File: config.mk
export PLATFORM = sky130hd
export DESIGN_NAME = pet_stats_engine
export DESIGN_NICKNAME = d
export VERILOG_FILES = /design/src/rtl/pet_stats_engine.sv
export SDC_FILE = /design/constraint.sdc
export NUM_CORES = 1
export LEC_CHECK = 0
export ABC_AREA = 1
export CORE_ASPECT_RATIO = 1.75
export CORE_MARGIN = 5
export CORE_UTILIZATION = 51
export CTS_CLUSTER_SIZE = 12
export DETAILED_ROUTE_END_ITERATION = 10
export PLACE_DENSITY = 0.67
export SYNTH_ARGS = -nofsm -noshare
export SYNTH_HDL_FRONTEND = slang
export SYNTH_SLANG_ARGS = --single-unit
File: constraint.sdc
create_clock -name clk -period 4.35 [get_ports clk]
set_input_delay 0.435 -clock clk [delete_from_list [all_inputs] [get_ports clk]]
set_output_delay 0.435 -clock clk [all_outputs]
set_load 0.005 [all_outputs]
File: src/rtl/pet_stats_engine.sv
// rtl/pet_stats_engine.sv - pet statistics, decay timers, mode FSM and face selection
// Feeds food/joy/energy values and a face code to the LCD1602 controller.
module pet_stats_engine #(
  parameter int MAX_VALUE    = 5,
  parameter int NUM_FACES    = 9,
  parameter int TICK_CYCLES  = 50000000,
  parameter int FOOD_DECAY   = 6,
  parameter int JOY_DECAY    = 8,
  parameter int ENERGY_DECAY = 10,
  parameter int SLEEP_GAIN   = 4,
  parameter int ANIM_TICKS   = 2
) (
  input  logic                         clk,
  input  logic                         reset,
  input  logic                         btn_feed,
  input  logic                         btn_play,
  input  logic                         btn_sleep,
  output logic [$clog2(MAX_VALUE)-1:0] food_value,
  output logic [$clog2(MAX_VALUE)-1:0] joy_value,
  output logic [$clog2(MAX_VALUE)-1:0] energy_value,
  output logic [$clog2(NUM_FACES)-1:0] face,
  output logic                         stats_changed
);
  localparam int SW   = $clog2(MAX_VALUE);
  localparam int FW   = $clog2(NUM_FACES);
  localparam int PW   = (TICK_CYCLES > 1) ? $clog2(TICK_CYCLES) : 1;
  localparam int FCW  = (FOOD_DECAY > 1) ? $clog2(FOOD_DECAY) : 1;
  localparam int JCW  = (JOY_DECAY > 1) ? $clog2(JOY_DECAY) : 1;
  localparam int EPER = (ENERGY_DECAY > SLEEP_GAIN) ? ENERGY_DECAY : SLEEP_GAIN;
  localparam int ECW  = (EPER > 1) ? $clog2(EPER) : 1;
  localparam int AW   = $clog2(ANIM_TICKS + 1);

  localparam logic [FW-1:0] FACE_HAPPY    = FW'(0);
  localparam logic [FW-1:0] FACE_NEUTRAL  = FW'(1);
  localparam logic [FW-1:0] FACE_HUNGRY   = FW'(2);
  localparam logic [FW-1:0] FACE_SAD      = FW'(3);
  localparam logic [FW-1:0] FACE_TIRED    = FW'(4);
  localparam logic [FW-1:0] FACE_SLEEPING = FW'(5);
  localparam logic [FW-1:0] FACE_EATING   = FW'(6);
  localparam logic [FW-1:0] FACE_PLAYING  = FW'(7);
  localparam logic [FW-1:0] FACE_DEAD     = FW'(8);
  localparam logic [SW-1:0] STAT_MAX      = SW'(MAX_VALUE);

  typedef enum logic [1:0] {M_AWAKE = 2'd0, M_SLEEP = 2'd1, M_DEAD = 2'd2} mode_t;

  mode_t           mode, mode_next;
  logic            awake, asleep, feed_ok, play_ok, starved;
  logic [PW-1:0]   presc;
  logic [FCW-1:0]  food_cnt;
  logic [JCW-1:0]  joy_cnt;
  logic [ECW-1:0]  energy_cnt, energy_last;
  logic [AW-1:0]   anim_cnt;
  logic            anim_play;
  logic            tick, food_ev, joy_ev, energy_ev;
  logic [SW-1:0]   food, joy, energy, food_q, joy_q, energy_q;
  logic [FW-1:0]   face_next;
  int              food_delta, joy_delta, energy_delta;

  function automatic logic [SW-1:0] apply_delta(input logic [SW-1:0] v, input int delta);
    int t;
    t = int'(v) + delta;
    if (t < 0) t = 0;
    else if (t > MAX_VALUE) t = MAX_VALUE;
    return SW'(t);
  endfunction

  assign starved = (food == '0) && (energy == '0);

  always_ff @(posedge clk or negedge reset) begin
    if (!reset) mode <= M_AWAKE;
    else        mode <= mode_next;
  end

  always_comb begin
    mode_next = mode;
    unique case (mode)
      M_AWAKE: begin
        if (starved)        mode_next = M_DEAD;
        else if (btn_sleep) mode_next = M_SLEEP;
      end
      M_SLEEP: begin
        if (starved)                                mode_next = M_DEAD;
        else if (btn_sleep || (energy == STAT_MAX)) mode_next = M_AWAKE;
      end
      default: mode_next = M_DEAD;
    endcase
  end

  // Sleep outranks feed, feed outranks play; play needs some energy left.
  always_comb begin
    awake   = (mode == M_AWAKE);
    asleep  = (mode == M_SLEEP);
    feed_ok = awake && !btn_sleep && btn_feed;
    play_ok = awake && !btn_sleep && !btn_feed && btn_play && (energy != '0);
  end

  assign tick        = (mode != M_DEAD) && (presc == PW'(TICK_CYCLES - 1));
  assign food_ev     = tick && (food_cnt == FCW'(FOOD_DECAY - 1));
  assign joy_ev      = tick && awake && (joy_cnt == JCW'(JOY_DECAY - 1));
  assign energy_last = asleep ? ECW'(SLEEP_GAIN - 1) : ECW'(ENERGY_DECAY - 1);
  assign energy_ev   = tick && (energy_cnt == energy_last);

  always_ff @(posedge clk or negedge reset) begin
    if (!reset) begin
      presc      <= '0;
      food_cnt   <= '0;
      joy_cnt    <= '0;
      energy_cnt <= '0;
    end else begin
      if (mode != M_DEAD) presc <= tick ? '0 : presc + 1'b1;
      if (tick) food_cnt <= food_ev ? '0 : food_cnt + 1'b1;
      if (tick && awake) joy_cnt <= joy_ev ? '0 : joy_cnt + 1'b1;
      // The energy counter restarts whenever its period or direction changes.
      if (mode_next != mode) energy_cnt <= '0;
      else if (tick)         energy_cnt <= energy_ev ? '0 : energy_cnt + 1'b1;
    end
  end

  always_comb begin
    food_delta   = int'(feed_ok) - int'(food_ev);
    joy_delta    = int'(play_ok) - int'(joy_ev);
    energy_delta = asleep ? int'(energy_ev) : (0 - int'(play_ok) - int'(energy_ev));
  end

  always_ff @(posedge clk or negedge reset) begin
    if (!reset) begin
      food   <= STAT_MAX;
      joy    <= STAT_MAX;
      energy <= STAT_MAX;
    end else begin
      food   <= apply_delta(food, food_delta);
      joy    <= apply_delta(joy, joy_delta);
      energy <= apply_delta(energy, energy_delta);
    end
  end

  always_ff @(posedge clk or negedge reset) begin
    if (!reset) begin
      anim_cnt  <= '0;
      anim_play <= 1'b0;
    end else if (feed_ok || play_ok) begin
      anim_cnt  <= AW'(ANIM_TICKS);
      anim_play <= play_ok;
    end else if (awake && (mode_next == M_SLEEP)) begin
      anim_cnt  <= '0;
    end else if (tick && (anim_cnt != '0)) begin
      anim_cnt  <= anim_cnt - 1'b1;
    end
  end

  always_comb begin
    face_next = FACE_NEUTRAL;
    if (mode == M_DEAD)              face_next = FACE_DEAD;
    else if (asleep)                 face_next = FACE_SLEEPING;
    else if (anim_cnt != '0)         face_next = anim_play ? FACE_PLAYING : FACE_EATING;
    else if (food <= SW'(1))         face_next = FACE_HUNGRY;
    else if (energy <= SW'(1))       face_next = FACE_TIRED;
    else if (joy <= SW'(1))          face_next = FACE_SAD;
    else if ((food >= SW'(MAX_VALUE - 1)) && (joy >= SW'(MAX_VALUE - 1)) &&
             (energy >= SW'(MAX_VALUE - 1)))
                                     face_next = FACE_HAPPY;
  end

  // Face lags the statistics by one cycle; the change pulse lines up with face.
  always_ff @(posedge clk or negedge reset) begin
    if (!reset) begin
      face          <= FACE_HAPPY;
      stats_changed <= 1'b0;
      food_q        <= STAT_MAX;
      joy_q         <= STAT_MAX;
      energy_q      <= STAT_MAX;
    end else begin
      face          <= face_next;
      stats_changed <= (face_next != face) || (food != food_q) ||
                       (joy != joy_q) || (energy != energy_q);
      food_q        <= food;
      joy_q         <= joy;
      energy_q      <= energy;
    end
  end

  assign food_value   = food;
  assign joy_value    = joy;
  assign energy_value = energy;

endmodule
# Yosys cells after proc, flatten, opt, wreduce, memory -nomap -nowiden
# Index checks and enable logic that the tools add are counted.
[classes] n_div=0 n_addsub=12 shift=0 n_mux=30 eq_ne=14 reduce_logical=29 bitwise=0 mul=0 n_lt_le_gt_ge=12
[op_table] op="2-to-1 mux 3 bit" count=12
[op_table] op="adder 4 x 32 -> 32 bit" count=1
[op_table] op="> comparator 32 x 4 -> 1 bit (second input constant)" count=1
[op_table] op="less-than comparator 32 x 1 -> 1 bit (second input constant)" count=1
[op_table] op="2-to-1 mux 32 bit" count=1
[op_table] op="adder 26 x 1 -> 26 bit (second input constant)" count=1
[op_table] op="== test 26 bit (second input constant)" count=1
[op_table] op="2-to-1 mux 26 bit" count=1
[op_table] op="2-to-1 mux 4 bit" count=5
[op_table] op="2-to-1 mux 2 bit" count=8
[op_table] op="logical AND 1 bit" count=15
[op_table] op="adder 4 x 2 -> 5 bit" count=2
[op_table] op="> comparator 5 x 4 -> 1 bit (second input constant)" count=2
[op_table] op="less-than comparator 5 x 1 -> 1 bit (second input constant)" count=2
[op_table] op="== test 3 bit (second input constant)" count=3
[op_table] op="greater-or-equal comparator 3 bit (second input constant)" count=3
[op_table] op="<= comparator 3 x 1 -> 1 bit (second input constant)" count=3
[op_table] op="inequality test 3 bit" count=3
[op_table] op="adder 3 x 1 -> 3 bit (second input constant)" count=2
[op_table] op="zero test 3 bit" count=2
[op_table] op="nonzero test 3 bit" count=2
[op_table] op="logical OR 1 bit" count=5
[op_table] op="adder 4 x 1 -> 4 bit (second input constant)" count=1
[op_table] op="== test 2 x 1 -> 1 bit (second input constant)" count=2
[op_table] op="14 further kinds" count=18
[word_totals] mem_count=0 romBits=0 wordCells=112 input_bits=5 ram_bits=0 out_inout_bits=14 register_bits=64 latch_bits=0

# Logic depth before layout (Yosys ltp)
[depth] ltp_word=14 ltp_mapped=23 mapped_depth_nobuf=23

# Worst setup path before layout
# Ideal clock, no wire load.
[synth_path] kind="reg-to-reg" startpoint="register presc[1]" endpoint="register energy[0] (netlist: energy_value[0])" stages_incl_launch_ff=23 setup_ns=0.078 t_arrival_ns=3.624 path_buffers=1 setup_slack_ns=0.648 cell_sequence="dfrtp_1 ha_1 nand2_1 nor2_4 nand2_4 nor2_8 nand3_4 buf_6 nor2_2 inv_1 ha_1 nor2_1 ha_1 inv_1 nand2_1 nor2_1 o21ai_0 ha_1 nand2_1 nor4_1 nand3_1 o21ai_0 inv_1"
[synth_via] elab_chain_cells=9 word_cells_on_any_way=10 classes_between="add/sub (2); order compare (2); eq/ne (1); mux (3); reduce/logical (2)"
[synth_rtl] item="start, declared" line_no="48" rtl="logic [PW-1:0] presc;"
[synth_rtl] item="start signal, assigned" line_no="110" rtl="if (mode != M_DEAD) presc <= tick ? '0 : presc + 1'b1;"
[synth_rtl] item="== test 26 bit *" line_no="97" rtl="assign tick = (mode != M_DEAD) && (presc == PW'(TICK_CYCLES - 1));"
[synth_rtl] item="logical AND 1 bit *" line_no="97"
[synth_rtl] item="logical AND 1 bit *" line_no="101" rtl="assign energy_ev = tick && (energy_cnt == energy_last);"
[synth_rtl] item="subtractor 2 x 2 -> 3 bit" line_no="122" rtl="energy_delta = asleep ? int'(energy_ev) : (0 - int'(play_ok) - int'(energy_ev));"
[synth_rtl] item="2-to-1 mux 32 bit *" line_no="122"
[synth_rtl] item="adder 4 x 32 -> 32 bit *" line_no="61" rtl="t = int'(v) + delta;"
[synth_rtl] item="> comparator 32 x 4 -> 1 bit" line_no="63" rtl="else if (t > MAX_VALUE) t = MAX_VALUE;"
[synth_rtl] item="2-to-1 mux 3 bit" line_no="63"
[synth_rtl] item="2-to-1 mux 3 bit *" line_no="62" rtl="if (t < 0) t = 0;"
[synth_rtl] item="end signal, assigned" line_no="133" rtl="energy <= apply_delta(energy, energy_delta);"
[synth_rtl] item="end, declared" line_no="55" rtl="logic [SW-1:0] food, joy, energy, food_q, joy_q, energy_q;"
# Mark *: on every way between the ends. The rest lies on a longest branch, timed or not.
# A chain may end at the register's enable or synchronous reset.

# Worst setup path in the final report
# Ends and elaborated chain as after synthesis.

==> impl_metrics.csv <==
group,metric,value,unit
status,status,"completed",
synthesis,synth.largest_area_cell,"dfrtp_1",
power_and_ir_drop,ir_worst_vdd,297,µV
drt,wl_per_cell,14.4,µm
die,design.die.area,0.0102,mm²
timing,grt_setup_unrepaired,"false",
clock_network,cts.clk_slew.worst_paths,50,ps
synthesis,yosysUniqueCellTypes,38,
die,row_count,43,
die,die-width,78.6,µm
timing,holdWs,277,ps
synthesis,synth_largest_type_area_fraction,31.0,%
timing,timing_hold_violations_final,0,
power_and_ir_drop,power-per-cell-area,407,mW/mm²
synthesis,yosys_register_bits,64,
clock_network,post_cts_buffers,0,
clock_network,tritoncts,"built",
worst_setup_path,setup.worst_path.start_class,"register",
global_routing,globalRouteOverflowTotal,0,
synthesis,syn-instance-count,549,
drt,drt-initial-drc-count,148,
timing,final_setup_vio_count,0,
synthesis,synth-edff-count,0,
drt,drt_pass1_iterations,5,
timing,max_freq,270,MHz
synthesis,syn-mean-instance-area,7.64,µm²
power_and_ir_drop,power_leakage,2.40,nW
worst_setup_path,crit_arrival,3960,ps
hold_path,timing.hold.worst.class,"in2async",
global_routing,grt_antenna_before_repair,0,
timing,relSlewSlack,45.5,%
placement,place_hpwl,7.54,mm
layout,final_layout_size_suffix_gt1_share,7.90,%
synthesis,synth-async-reset-ratio,100,%
die,floorplan.die.height,130,µm
placement,routabilityCongestion,0.953,
worst_setup_path,cp.required,4600,ps
global_routing,grt_pass1_vias,3706,
clock_network,cts_sinks,64,
placement,placement.io_buffers,18,
drt,drt_wl_total,9.70,mm
clock_network,htreeDepth,3,
timing,timing_max_transition_violations_final,0,
clock_network,clock_latency_on_the_worst_skew_pair,330,ps
layout,layout_stage_area_growth_over_the_synthesis_result,13.9,%
timing,layout_worst_path_cycle_share,85.3,%
global_routing,grt_usage,21.0,%
timing,clock_skew,6.59,ps
clock_network,cts_resized,0,
synthesis,synth-seq-area-share,38.5,%
layout,layout.filler_cells,733,
synthesis,synth_ff_type,"dfrtp_1",
die,initial_utilization,52.7,%
timing,tightest_slew,817,ps
synthesis,yosysWarningCount,0,
global_routing,grt_start_max_net_pins,65,
drt,ant_nets,0,
drt,drt_drc_violations_left,0,
worst_setup_path,worst-setup-path-type,"reg2reg",
synthesis,syn_nets,587,
worst_setup_path,timing.critical_path.to_type,"register",
die,pin_count,19,
timing,period_minus_slack,3710,ps
worst_setup_path,critPathMaxFanout,13,
drt,num_vias,3603,
clock_network,clock_path_buffers,2,
layout,final_nets,615,
timing,setup-tns-final,0,ps
global_routing,wire_length_of_the_first_global_routing_pass,16.6,mm
drt,detail_route.vias_per_cell,5.36,
die,design.core.area,0.00796,mm²
run,cap_viol_max_count,0,
clock_network,hold_buffers,0,
layout,n_antenna_cell,0,
synthesis,syn_area,0.00420,mm²
synthesis,yosys-top-cells-area,"dfrtp_1 (31%), nand2_1 (11%), ha_1 (8.9%)",
clock_network,cts.root.buffer_cell,"clkbuf_16",
clock_network,cts_buffers,9,
-- where the power goes --
group          leakage (nW)  total (W)  switching [W]  internal, W
logic                  1.44   0.000458       0.000248     0.000211
clock network         0.150   0.000725       0.000253     0.000473
registers             0.819   0.000763      0.0000731     0.000690
total                  2.40    0.00195       0.000573      0.00137
-- metrics by stage --
stage	area, µm²	worst slack (ps)	std cells	utilization [%]	total power (W)
after floorplan	4200	648	549	-	0.00106
after CTS	4780	641	672	60.0	0.00197
after global placement	4480	799	656	56.2	0.00123
final	4780	641	672	60.0	0.00195
after global routing	4780	180	672	60.0	0.00208
after detailed placement	4480	645	656	56.2	0.00124
-- layout by cell type (no fill, tap or decap), types with 2 or more instances in the layout --
master | netlist | layout
a21oi_1 | 16 | 16
buf_4 | 0 | 2
clkbuf_1 | 0 | 2
clkbuf_16 | 0 | 9
clkbuf_8 | 0 | 2
clkdlybuf4s50_1 | 0 | 17
clkinv_2 | 0 | 2
dfrtp_1 | 52 | 52
dfstp_2 | 12 | 12
fa_1 | 3 | 3
ha_1 | 30 | 30
inv_1 | 100 | 100
inv_2 | 2 | 2
nand2_1 | 122 | 122
nand2_2 | 2 | 2
nand3_1 | 37 | 37
nand4_1 | 15 | 15
nor2_1 | 64 | 64
nor2_2 | 3 | 3
nor2_4 | 2 | 2
nor3_1 | 18 | 18
nor3b_1 | 2 | 2
nor4_1 | 3 | 3
o21ai_0 | 20 | 20
xnor2_1 | 12 | 12
xor2_1 | 15 | 15
-- layer usage --
metal  GRT usage [%]  part of all wire (%)  wire [µm]
met5               0                     0          0
met4            13.8                   5.4        519
met1            20.8                    38       3690
met2            38.6                    54       5230
met3            4.56                   2.7        257
-- cell usage after synthesis (2+ instances only) --
cell type and count:
xnor2_1 12, nor2_2 3, nor2_1 64, inv_1 100, inv_2 2, nor3_1 18
dfrtp_1 52, o21ai_0 20, nand2_1 122, a21oi_1 16, nand4_1 15, fa_1 3
nor2_4 2, ha_1 30, nand3_1 37, nor3b_1 2, dfstp_2 12, xor2_1 15
nand2_2 2, buf_2 2, nor4_1 3
-- critical path, stage by stage (launching register included) --
cell and delay, ps:
dfrtp_1 370, ha_1 200, nand2_1 100, nor2_4 160
nand2_4 90, nor2_8 180, nand3_4 200, nor2_2 140
inv_1 50, ha_1 260, nor2_1 40, a21oi_1 140
ha_1 170, inv_1 60, fa_1 400, inv_1 100
a21oi_1 70, ha_1 270, nand2_1 40, nor4_1 230
nand3_1 140, o21ai_0 180, inv_1 60
-- final cells by class --
cell class / instances / area (µm²) / share of cell area [%]
Tap cell: 90 / 113 / 2.36
Multi-Input combinational cell: 380 / 2180 / 45.5
Clock inverter: 3 / 40.0 / 0.838
Clock buffer: 13 / 260 / 5.45
Sequential cell: 64 / 1620 / 33.8
Inverter: 102 / 383 / 8.01
Timing Repair Buffer: 20 / 190 / 3.98
-- registers in the layout, indices dropped and copies added, names as in the netlist --
| signal | cells |
|---|---|
| energy_value | 3 |
| joy_cnt | 3 |
| stats_changed | 1 |
| anim_play | 1 |
| mode | 2 |
| joy_q | 3 |
| energy_q | 3 |
| anim_cnt | 2 |
| presc | 26 |
| joy_value | 3 |
| food_value | 3 |
| energy_cnt | 4 |
| food_cnt | 3 |
| face | 4 |
| food_q | 3 |
-- kinds of logic after synthesis --
group                      share of synthesized area (%)
AOI/OAI and AO/OA                                   5.22
DFF                                                 38.5
xor gates and xnor gates                            5.64
buffers and inverters                               9.63
and+or+nand+nor                                     30.6
adders and majority gates                           10.4
-- path summary, 6_finish.rpt --
check                             start              end  slack (ps)  cells after the start
max                            presc[1]  energy_value[0]         640                     22
min                               reset        presc[23]         280                      2
max reg2reg                    presc[1]  energy_value[0]         640                     22
min reg2reg                joy_value[0]         joy_q[0]         390                      0
max in group asynchronous         reset         presc[9]        3530                      2
min in group clk           joy_value[0]         joy_q[0]         390                      0
Note: power is estimated with default switching activity, not from simulation.
